**src/rtl/ram_rr_arbiter_if.sv**
```systemverilog
`default_nettype none
// ============================================================================
// Module   : ram_rr_arbiter_if
// Purpose  : Requester-side bundle for one port of the RAM arbiter.
//            Carries the req/gnt handshake, the operation fields and the
//            read-data return path.
// Revision : 1.0 - initial release
// ============================================================================
interface ram_rr_arbiter_if #(
    parameter int DW = 4,
    parameter int AW = 2
) ();
    logic          req;
    logic          we;
    logic [AW-1:0] addr;
    logic [DW-1:0] wdata;
    logic          gnt;
    logic          rvalid;
    logic [DW-1:0] rdata;

    // Client logic drives the request side
    modport master (
        output req, we, addr, wdata,
        input  gnt, rvalid, rdata
    );

    // The arbiter answers with grant and read data
    modport slave (
        input  req, we, addr, wdata,
        output gnt, rvalid, rdata
    );
endinterface
`default_nettype wire

```
**src/rtl/ram_rr_arbiter.sv**
```systemverilog
`default_nettype none
// ============================================================================
// Module   : ram_rr_arbiter
// Purpose  : Two-port round-robin arbiter/sequencer in front of a single-port
//            synchronous RAM. Clears the RAM to INIT_VAL after reset, then
//            serves one read or write at a time. Writes occupy 2 cycles,
//            reads 3 cycles with rvalid two cycles after the grant.
// Revision : 1.0 - initial release
// ============================================================================
module ram_rr_arbiter #(
    parameter int            DW       = 4,
    parameter int            AW       = 2,
    parameter logic [DW-1:0] INIT_VAL = '0
) (
    input  wire logic          clk,
    input  wire logic          rst,
    ram_rr_arbiter_if.slave    port0,
    ram_rr_arbiter_if.slave    port1,
    output logic               init_done,
    output logic [AW-1:0]      mem_address,
    output logic               mem_WE,
    output logic [DW-1:0]      mem_data_in,
    input  wire logic [DW-1:0] mem_data_out
);

    // Counter is one bit wider than the address so it can reach DEPTH
    // and stop there instead of wrapping.
    localparam int            c_CW    = AW + 1;
    localparam logic [c_CW-1:0] c_DEPTH = c_CW'(1 << AW);
    localparam logic [c_CW-1:0] c_ONE   = c_CW'(1);

    typedef enum logic [1:0] {
        ST_INIT  = 2'd0,
        ST_IDLE  = 2'd1,
        ST_ISSUE = 2'd2,
        ST_RESP  = 2'd3
    } state_t;

    state_t          r_state,   w_state_nxt;
    logic [c_CW-1:0] r_cnt,     w_cnt_nxt;
    logic            r_last,    w_last_nxt;   // port granted most recently
    logic            r_owner,   w_owner_nxt;  // port owning the op in flight
    logic            r_op_we,   w_op_we_nxt;  // op in flight is a write

    logic            r_gnt0,    w_gnt0;
    logic            r_gnt1,    w_gnt1;
    logic            r_rvalid0, w_rvalid0;
    logic            r_rvalid1, w_rvalid1;
    logic [DW-1:0]   r_rdata0,  w_rdata0;
    logic [DW-1:0]   r_rdata1,  w_rdata1;
    logic            r_we,      w_we;
    logic [AW-1:0]   r_addr,    w_addr;
    logic [DW-1:0]   r_din,     w_din;
    logic            r_init_done, w_init_done;

    logic            w_any_req;
    logic            w_pick1;

    // Round-robin choice: port 1 wins if alone, or on a tie when port 0 went last
    always_comb begin
        w_any_req = port0.req | port1.req;
        w_pick1   = port1.req & (~port0.req | ~r_last);
    end

    // Next-state and next-output logic
    always_comb begin
        w_state_nxt = r_state;
        w_cnt_nxt   = r_cnt;
        w_last_nxt  = r_last;
        w_owner_nxt = r_owner;
        w_op_we_nxt = r_op_we;
        w_gnt0      = 1'b0;
        w_gnt1      = 1'b0;
        w_rvalid0   = 1'b0;
        w_rvalid1   = 1'b0;
        w_rdata0    = r_rdata0;
        w_rdata1    = r_rdata1;
        w_we        = 1'b0;
        w_addr      = r_addr;
        w_din       = r_din;
        w_init_done = r_init_done;

        case (r_state)
            ST_INIT: begin
                if (r_cnt < c_DEPTH) begin
                    w_we      = 1'b1;
                    w_addr    = r_cnt[AW-1:0];
                    w_din     = INIT_VAL;
                    w_cnt_nxt = r_cnt + c_ONE;
                end else begin
                    w_init_done = 1'b1;
                    w_state_nxt = ST_IDLE;
                end
            end

            ST_IDLE: begin
                if (w_any_req) begin
                    if (w_pick1) begin
                        w_gnt1      = 1'b1;
                        w_we        = port1.we;
                        w_addr      = port1.addr;
                        w_din       = port1.wdata;
                        w_op_we_nxt = port1.we;
                        w_last_nxt  = 1'b1;
                        w_owner_nxt = 1'b1;
                    end else begin
                        w_gnt0      = 1'b1;
                        w_we        = port0.we;
                        w_addr      = port0.addr;
                        w_din       = port0.wdata;
                        w_op_we_nxt = port0.we;
                        w_last_nxt  = 1'b0;
                        w_owner_nxt = 1'b0;
                    end
                    w_state_nxt = ST_ISSUE;
                end
            end

            ST_ISSUE: begin
                // RAM samples the op at the end of this cycle
                w_state_nxt = r_op_we ? ST_IDLE : ST_RESP;
            end

            ST_RESP: begin
                if (r_owner) begin
                    w_rvalid1 = 1'b1;
                    w_rdata1  = mem_data_out;
                end else begin
                    w_rvalid0 = 1'b1;
                    w_rdata0  = mem_data_out;
                end
                w_state_nxt = ST_IDLE;
            end

            default: begin
                w_state_nxt = ST_INIT;
            end
        endcase
    end

    // State and sequencing registers
    always_ff @(posedge clk or posedge rst) begin
        if (rst) begin
            r_state <= ST_INIT;
            r_cnt   <= '0;
            r_last  <= 1'b1;
            r_owner <= 1'b0;
            r_op_we <= 1'b0;
        end else begin
            r_state <= w_state_nxt;
            r_cnt   <= w_cnt_nxt;
            r_last  <= w_last_nxt;
            r_owner <= w_owner_nxt;
            r_op_we <= w_op_we_nxt;
        end
    end

    // Registered outputs toward requesters and RAM
    always_ff @(posedge clk or posedge rst) begin
        if (rst) begin
            r_gnt0      <= 1'b0;
            r_gnt1      <= 1'b0;
            r_rvalid0   <= 1'b0;
            r_rvalid1   <= 1'b0;
            r_rdata0    <= '0;
            r_rdata1    <= '0;
            r_we        <= 1'b0;
            r_addr      <= '0;
            r_din       <= '0;
            r_init_done <= 1'b0;
        end else begin
            r_gnt0      <= w_gnt0;
            r_gnt1      <= w_gnt1;
            r_rvalid0   <= w_rvalid0;
            r_rvalid1   <= w_rvalid1;
            r_rdata0    <= w_rdata0;
            r_rdata1    <= w_rdata1;
            r_we        <= w_we;
            r_addr      <= w_addr;
            r_din       <= w_din;
            r_init_done <= w_init_done;
        end
    end

    assign port0.gnt    = r_gnt0;
    assign port0.rvalid = r_rvalid0;
    assign port0.rdata  = r_rdata0;
    assign port1.gnt    = r_gnt1;
    assign port1.rvalid = r_rvalid1;
    assign port1.rdata  = r_rdata1;
    assign init_done    = r_init_done;
    assign mem_address  = r_addr;
    assign mem_WE       = r_we;
    assign mem_data_in  = r_din;

endmodule
`default_nettype wire

```
**src/flat_wrapper.sv**
```systemverilog
// flat-port wrapper written by rule: the top's interface ports become plain ports
module ram_rr_arbiter_flat 
#(
    parameter int            DW       = 4,
    parameter int            AW       = 2,
    parameter logic [DW-1:0] INIT_VAL = '0
)
  (clk, rst, init_done, mem_address, mem_WE, mem_data_in, mem_data_out, port0_req, port0_we, port0_addr, port0_wdata, port0_gnt, port0_rvalid, port0_rdata, port1_req, port1_we, port1_addr, port1_wdata, port1_gnt, port1_rvalid, port1_rdata);
  ram_rr_arbiter_if #(.DW(DW), .AW(AW)) port0_i ();
  ram_rr_arbiter_if #(.DW(DW), .AW(AW)) port1_i ();
  input  wire logic clk;
  input  wire logic rst;
  output logic init_done;
  output logic [AW-1:0] mem_address;
  output logic mem_WE;
  output logic [DW-1:0] mem_data_in;
  input  wire logic [DW-1:0] mem_data_out;
  input wire logic [$bits(port0_i.req)-1:0] port0_req;
  input wire logic [$bits(port0_i.we)-1:0] port0_we;
  input wire logic [$bits(port0_i.addr)-1:0] port0_addr;
  input wire logic [$bits(port0_i.wdata)-1:0] port0_wdata;
  output wire logic [$bits(port0_i.gnt)-1:0] port0_gnt;
  output wire logic [$bits(port0_i.rvalid)-1:0] port0_rvalid;
  output wire logic [$bits(port0_i.rdata)-1:0] port0_rdata;
  input wire logic [$bits(port1_i.req)-1:0] port1_req;
  input wire logic [$bits(port1_i.we)-1:0] port1_we;
  input wire logic [$bits(port1_i.addr)-1:0] port1_addr;
  input wire logic [$bits(port1_i.wdata)-1:0] port1_wdata;
  output wire logic [$bits(port1_i.gnt)-1:0] port1_gnt;
  output wire logic [$bits(port1_i.rvalid)-1:0] port1_rvalid;
  output wire logic [$bits(port1_i.rdata)-1:0] port1_rdata;
  assign port0_i.req = port0_req;
  assign port0_i.we = port0_we;
  assign port0_i.addr = port0_addr;
  assign port0_i.wdata = port0_wdata;
  assign port0_gnt = port0_i.gnt;
  assign port0_rvalid = port0_i.rvalid;
  assign port0_rdata = port0_i.rdata;
  assign port1_i.req = port1_req;
  assign port1_i.we = port1_we;
  assign port1_i.addr = port1_addr;
  assign port1_i.wdata = port1_wdata;
  assign port1_gnt = port1_i.gnt;
  assign port1_rvalid = port1_i.rvalid;
  assign port1_rdata = port1_i.rdata;
  ram_rr_arbiter #(.DW(DW), .AW(AW), .INIT_VAL(INIT_VAL)) u_core (.clk(clk), .rst(rst), .port0(port0_i), .port1(port1_i), .init_done(init_done), .mem_address(mem_address), .mem_WE(mem_WE), .mem_data_in(mem_data_in), .mem_data_out(mem_data_out));
endmodule
```
**config.mk**
```make
export PLATFORM = sky130hd
export DESIGN_NAME = ram_rr_arbiter_flat
export DESIGN_NICKNAME = d
export VERILOG_FILES = /design/src/rtl/ram_rr_arbiter_if.sv /design/src/rtl/ram_rr_arbiter.sv /design/src/flat_wrapper.sv
export SDC_FILE = /design/constraint.sdc
export NUM_CORES = 1
export LEC_CHECK = 0
export BUFFER_PORTS_ARGS = -buffer_cell sky130_fd_sc_hd__buf_2
export CAP_MARGIN = 15
export CORE_ASPECT_RATIO = 1.75
export CORE_MARGIN = 8
export CORE_UTILIZATION = 52
export DETAILED_ROUTE_END_ITERATION = 10
export GPL_TIMING_DRIVEN = 0
export PLACE_DENSITY = 0.83
export RECOVER_POWER = 100
export SYNTH_ARGS = -nofsm -noshare
export SYNTH_HDL_FRONTEND = slang
export SYNTH_SLANG_ARGS = --single-unit
```
**constraint.sdc**
```tcl
create_clock -name clk -period 5 [get_ports clk]
set_clock_uncertainty 0.15 [all_clocks]
set_input_delay 0 -clock clk [delete_from_list [all_inputs] [get_ports clk]]
set_output_delay 0 -clock clk [all_outputs]
set_load 0.01 [all_outputs]
```
### Word level (Yosys, flattened, before mapping)

Index checks and enable logic that the tools add are counted.

* $lt $le $gt $ge: 1
* bitwise gates (word level): 7
* equal/unequal tests: 6
* reduce and logical (&&, ||, !) cells: 9
* mux-type cells: 26
* add/subtract/negate cells: 1

Operators with widths (count)
* $mux W1: 13
* $mux W2: 6
* $mux W4: 3
* $reduce_and A2 Y1: 6
* $pmux W2 S4: 1
* $pmux W4 S2: 1
* $eq A2 B2 Y1 const B: 2
* $ne A2 B1 Y1 const B: 2
* $not A1 Y1: 4
* $pmux W2 S2: 1
* $add A3 B1 Y3 const B: 1
* $lt A3 B3 Y1 const B: 1
* $reduce_and A3 Y1: 1
* $eq A2 B1 Y1 const B: 1
* $logic_not A2 Y1: 1
* $ne A2 B2 Y1 const B: 1
* $or A1 B1 Y1: 2
* $pmux W1 S2: 1
* $reduce_bool A2 Y1: 1
* $and A1 B1 Y1: 1

* logic and storage cells: 65
* flip-flop bits (word level): 28
* bits of input ports: 22
* output and inout bits: 20

### Depth between registers and ports, before layout

* depth in word-level cells: 6
* mapped depth: 6
* depth with buffers taken out: 5

### Worst setup path before layout

OpenSTA, ideal clock, no wires.

* path type: register to register
* start: reg u_core.r_state[1]
* end: reg u_core.r_din[0], in the netlist u_core.mem_data_in[0]
* library setup time: 0.126 ns
* path buffers: 1
* data arrival time: 1.394 ns
* stages on the path, launching flop included: 7
* slack: 3.330 ns
* clock period less this slack: 1.670 ns
* required time: 4.724 ns
* path through: dfrtp_1 -> inv_1 -> ha_1 -> buf_6 -> nor3b_4 -> or3_4 -> o2bb2ai_1

* longest elaborated chain between the ends: 3
* elaborated cells on any way between the ends: 7
* those cells by class: 3 x eq/ne; 1 x mux; 3 x reduce/logical

Ends and longest elaborated chain
* start: declaration: RTL line ram_rr_arbiter.sv:39 `state_t r_state, w_state_nxt;`
* start signal: assignment: RTL line ram_rr_arbiter.sv:150 `r_state <= w_state_nxt;`
* $eq A2 B1 Y1 or $logic_not A2 Y1 (tied branches): RTL line ram_rr_arbiter.sv:83 `case (r_state)`
* $ne A2 B1 Y1 (no source line) or $reduce_bool A2 Y1 (tied branches)
* $reduce_and A3 Y1 (no source line)
* end signal: assignment: RTL line ram_rr_arbiter.sv:180 `r_din <= w_din;`
* end: declaration: RTL line ram_rr_arbiter.sv:53 `logic [DW-1:0] r_din, w_din;`

Several ways; a longest one is shown, not always the timed one.
A chain may end at the register's enable or synchronous reset.

### Worst setup path in the final report

* start: reg u_core.r_state[1]
* end: reg u_core.r_addr[1], in the netlist u_core.mem_address[1]

* longest elaborated chain between the ends: 3
* elaborated cells on any way between the ends: 7
* those cells by class: 3 x eq/ne; 1 x mux; 3 x reduce/logical

Ends and longest elaborated chain
* $eq A2 B1 Y1 or $logic_not A2 Y1 (tied branches): RTL line ram_rr_arbiter.sv:83
* $ne A2 B1 Y1 (no source line) or $reduce_bool A2 Y1 (tied branches)
* $reduce_and A3 Y1 (no source line)
* end signal: assignment: RTL line ram_rr_arbiter.sv:179 `r_addr <= w_addr;`
* end: declaration: RTL line ram_rr_arbiter.sv:52 `logic [AW-1:0] r_addr, w_addr;`

Several ways; a longest one is shown, not always the timed one.

==> impl_metrics.csv <==
group,metric,value,unit
die,io-pin-count,42,
finish,syn2layout_area_growth,36.5,%
cts,post_cts_resized,0,
worst_setup_path,r2r_setup_slack,2.60,ns
worst_setup_path,cp-start-kind,"flip-flop",
die,die_h,81.2,um
power_and_ir_drop,leakagePower,0.816,nW
power_and_ir_drop,seq_power_share,41.4,%
power_and_ir_drop,clock_power_share,14.4,%
drt,dr.first_iter.drc_count,43,
worst_hold_path,hold_path_depth,3,
sta,timing.hold.ws,0.0767,ns
sta,slew_viol_final,0,
drt,drc,0,
cts,clock_latency,0.27,ns
run_status,status,"completed",
power_and_ir_drop,p_sw,0.000359,W
cts,htreeDepth,1,
yosys,synth_top_family_by_area,"multiplexers",
sta,finalSetupViolCount,0,
drt,first_pass_iters,4,
cts,cts_tree,"done",
sta,relSlewSlack,32.3,%
drt,viasPerCell,5.51,
cts,cts_root_buffer,"clkbuf_8",
power_and_ir_drop,p_per_area,551,mW/mm2
cts,path_clk_slew,0.09,ns
drt,routed-via-count,1041,
placement,dp_hpwl,2120,um
cts,clockBufferDepth,2,
sta,hold_violations,0,
job,max_cap_violations,0,
worst_setup_path,r2r_cells,6,
cts,clock_sinks,28,
sta,worst_slew_pin_slew,1.02,ns
die,die_x,53.3,um
yosys,yosys.area_share.simple,10.6,%
drt,ant_nets,0,
global_routing,grt_antenna_before_repair,0,
global_routing,grt_max_degree,29,
finish,nNetsFinal,193,
placement,io_buffers,41,
yosys,syn_nets,125,
worst_setup_path,crit_path_end_kind,"flip-flop",
die,start_util,54.9,%
worst_setup_path,cp.required,4.99,ns
yosys,synth.distinct_cells,26,
global_routing,grt_pass1_vias,1084,
yosys,synth_xor_area_share,0.693,%
die,rows,23,
die,dieArea,0.00433,mm2
sta,fin_setup_tns,0,ns
yosys,yosys.area_share.adder,5.94,%
finish,diodes,0,
global_routing,track_usage,15.4,%
worst_setup_path,path_max_fanout,10,
sta,fmax,417,MHz
power_and_ir_drop,p_sw_share,37.7,%
drt,wl_per_cell,17.6,um
drt,routed_wl,3320,um
global_routing,overflow,0,
yosys,synth_compound_area_share,9.70,%
placement,gp_congestion,0.760,
global_routing,grt_pass1_wl,5080,um
sta,rsz0062_at_grt,"false",
power_and_ir_drop,finalPower,0.000952,W
power_and_ir_drop,ir_drop,422,uV
sta,finalCritPeriodShare,48.0,%
yosys,synth_mux_area_share,14.3,%
die,core_area,0.00230,mm2
yosys,ys_ff_latch,28,
yosys,synth_warnings,0,
worst_setup_path,crit_type,"flip-flop to flip-flop",
worst_hold_path,hp-class,"input pin to flip-flop",
power_and_ir_drop,internal_power,0.000593,W
yosys,synth_area,0.00126,mm2
yosys,synth-seq-area-share,55.5,%
finish,fin_util,74.9,%
power_and_ir_drop,power_frac_comb,44.2,%
yosys,syn-instance-count,97,
worst_setup_path,worstPathArrival,2.39,ns
cts,cts_buffers,3,
yosys,syn_avg_cell_area,13.0,um2
finish,drive_gt1_share,23.2,%
sta,fin_crit,2.40,ns
metal layers:
| metal | wire length [um] | GRT usage, % | part of all wire (%) | vias up |
|---|---|---|---|---|
| li1 | - | - | - | 474 |
| met1 | 1260 | 17.8 | 38 | 529 |
| met2 | 1830 | 26.3 | 55 | 32 |
| met3 | 183 | 3.66 | 5.5 | 6 |
| met4 | 47 | 5.84 | 1.4 | 0 |
| met5 | 0 | 0 | 0 | - |
power groups by stage:
| stage | combinational (W) | sequential, W | clock, W |
|---|---|---|---|
| 6_report | 0.000420 | 0.000394 | 0.000137 |
| 3_5_place_dp | 0.000415 | 0.000393 | 0 |
| 3_3_place_gp | 0.000396 | 0.000385 | 0 |
| 5_1_grt | 0.000457 | 0.000405 | 0.000147 |
| 4_1_cts | 0.000446 | 0.000389 | 0.000140 |
| 2_1_floorplan | 0.000243 | 0.000419 | 0 |
cell usage after synthesis, drive strengths merged:
library cell | number | area share (%)
o31ai | 2 | 1.2
buf | 2 | 1.8
ha | 6 | 5.9
a21boi | 1 | 0.89
xnor2 | 1 | 0.69
or3 | 1 | 0.89
nand2b | 3 | 1.5
nand3b | 1 | 0.59
mux2 | 8 | 7.1
nand2 | 6 | 1.8
nor2 | 3 | 0.89
nand4b | 2 | 1.4
a31oi | 1 | 0.50
o2bb2ai | 4 | 2.8
nor2b | 2 | 0.99
a21o | 2 | 1.2
a21oi | 1 | 0.40
o211ai | 2 | 1.2
dfstp | 1 | 2.1
and2 | 2 | 1.1
inv | 5 | 1.5
dfrtp | 27 | 53
o21ai | 4 | 1.6
nor3b | 1 | 1.5
mux2i | 9 | 7.1
layout by cell type, fill, tap and decap left out, types with 2 or more instances in the layout:
cell and n:
nand4b_1 2, nor2b_1 2, o2bb2ai_1 4, clkbuf_1 22, clkbuf_8 4, o21ai_0 4
dfrtp_1 27, mux2_2 8, nand2_1 6, nor2_1 3, mux2i_1 9, a21o_1 2
buf_2 21, o31ai_1 2, nand2b_1 3, ha_1 6, dlygate4sd3_1 21, o211ai_1 2
inv_1 5
what timing repair did:
action | in CTS | in global routing
buffers inserted | 0 | 0
endpoints found under the setup margin | 0 | 0
endpoints found under the hold margin | 44 | 0
hold buffers | 21 | 0
stage by stage:
step / cells / worst slack [ns] / cell area [um2]
floorplan: 97 / 3.33 / 1260
global placement: 163 / 3.26 / 1500
detailed placement: 163 / 3.20 / 1500
CTS: 188 / 3.11 / 1770
global route: 189 / 2.46 / 1730
finish: 189 / 2.60 / 1730
final timing paths:
check	start	end
max in group asynchronous	rst	u_core.r_op_we$_DFFE_PP0P_
worst max-delay path	u_core.r_state[1]$_DFFE_PP0P_	u_core.mem_address[1]$_DFFE_PP0P_
worst min register to register	u_core.init_done$_DFFE_PP0P_	u_core.init_done$_DFFE_PP0P_
min in group asynchronous	rst	u_core.port0.rdata[0]$_DFFE_PP0P_
worst min-delay path	port1_req	u_core.port0.gnt$_DFF_PP0_
worst max register to register	u_core.r_state[1]$_DFFE_PP0P_	u_core.mem_address[1]$_DFFE_PP0P_
registers in the layout, summed over array words and instances (netlist names):
name / cells
u_core.port0.gnt: 1
u_core.mem_WE: 1
u_core.init_done: 1
u_core.port0.rdata: 4
u_core.r_last: 1
u_core.mem_address: 2
u_core.r_state: 2
u_core.port1.rvalid: 1
u_core.r_owner: 1
u_core.port1.rdata: 4
u_core.r_op_we: 1
u_core.port1.gnt: 1
u_core.r_cnt: 3
u_core.mem_data_in: 4
u_core.port0.rvalid: 1
layout make-up:
cell class / instances / area (um2)
Sequential cell: 28 / 702
Buffer: 2 / 15.0
Multi-Input combinational cell: 62 / 509
Inverter: 5 / 18.8
Timing Repair Buffer: 63 / 394
Tap cell: 25 / 31.3
Clock buffer: 4 / 55.1
Fill cell: 171 / 577
worst max-delay path: stages (launching register included):
cell and delay (ns):
dfrtp_1 0.41, inv_1 0.13, ha_1 0.16, clkbuf_1 0.35, nor3b_1 0.58, nand3b_1 0.33, o211ai_1 0.16
kinds of logic (layout without fill, tap and decap cells):
group,after synthesis,count (layout)
AO/OA/AOI/OAI,17,17
XOR/XNOR,1,1
adder cells (fa/ha/maj),6,6
buffers and inverters,7,74
flip-flops,28,28
multiplexers,17,17
AND/OR/NAND/NOR,21,21
(Power assumes the default switching activity.)
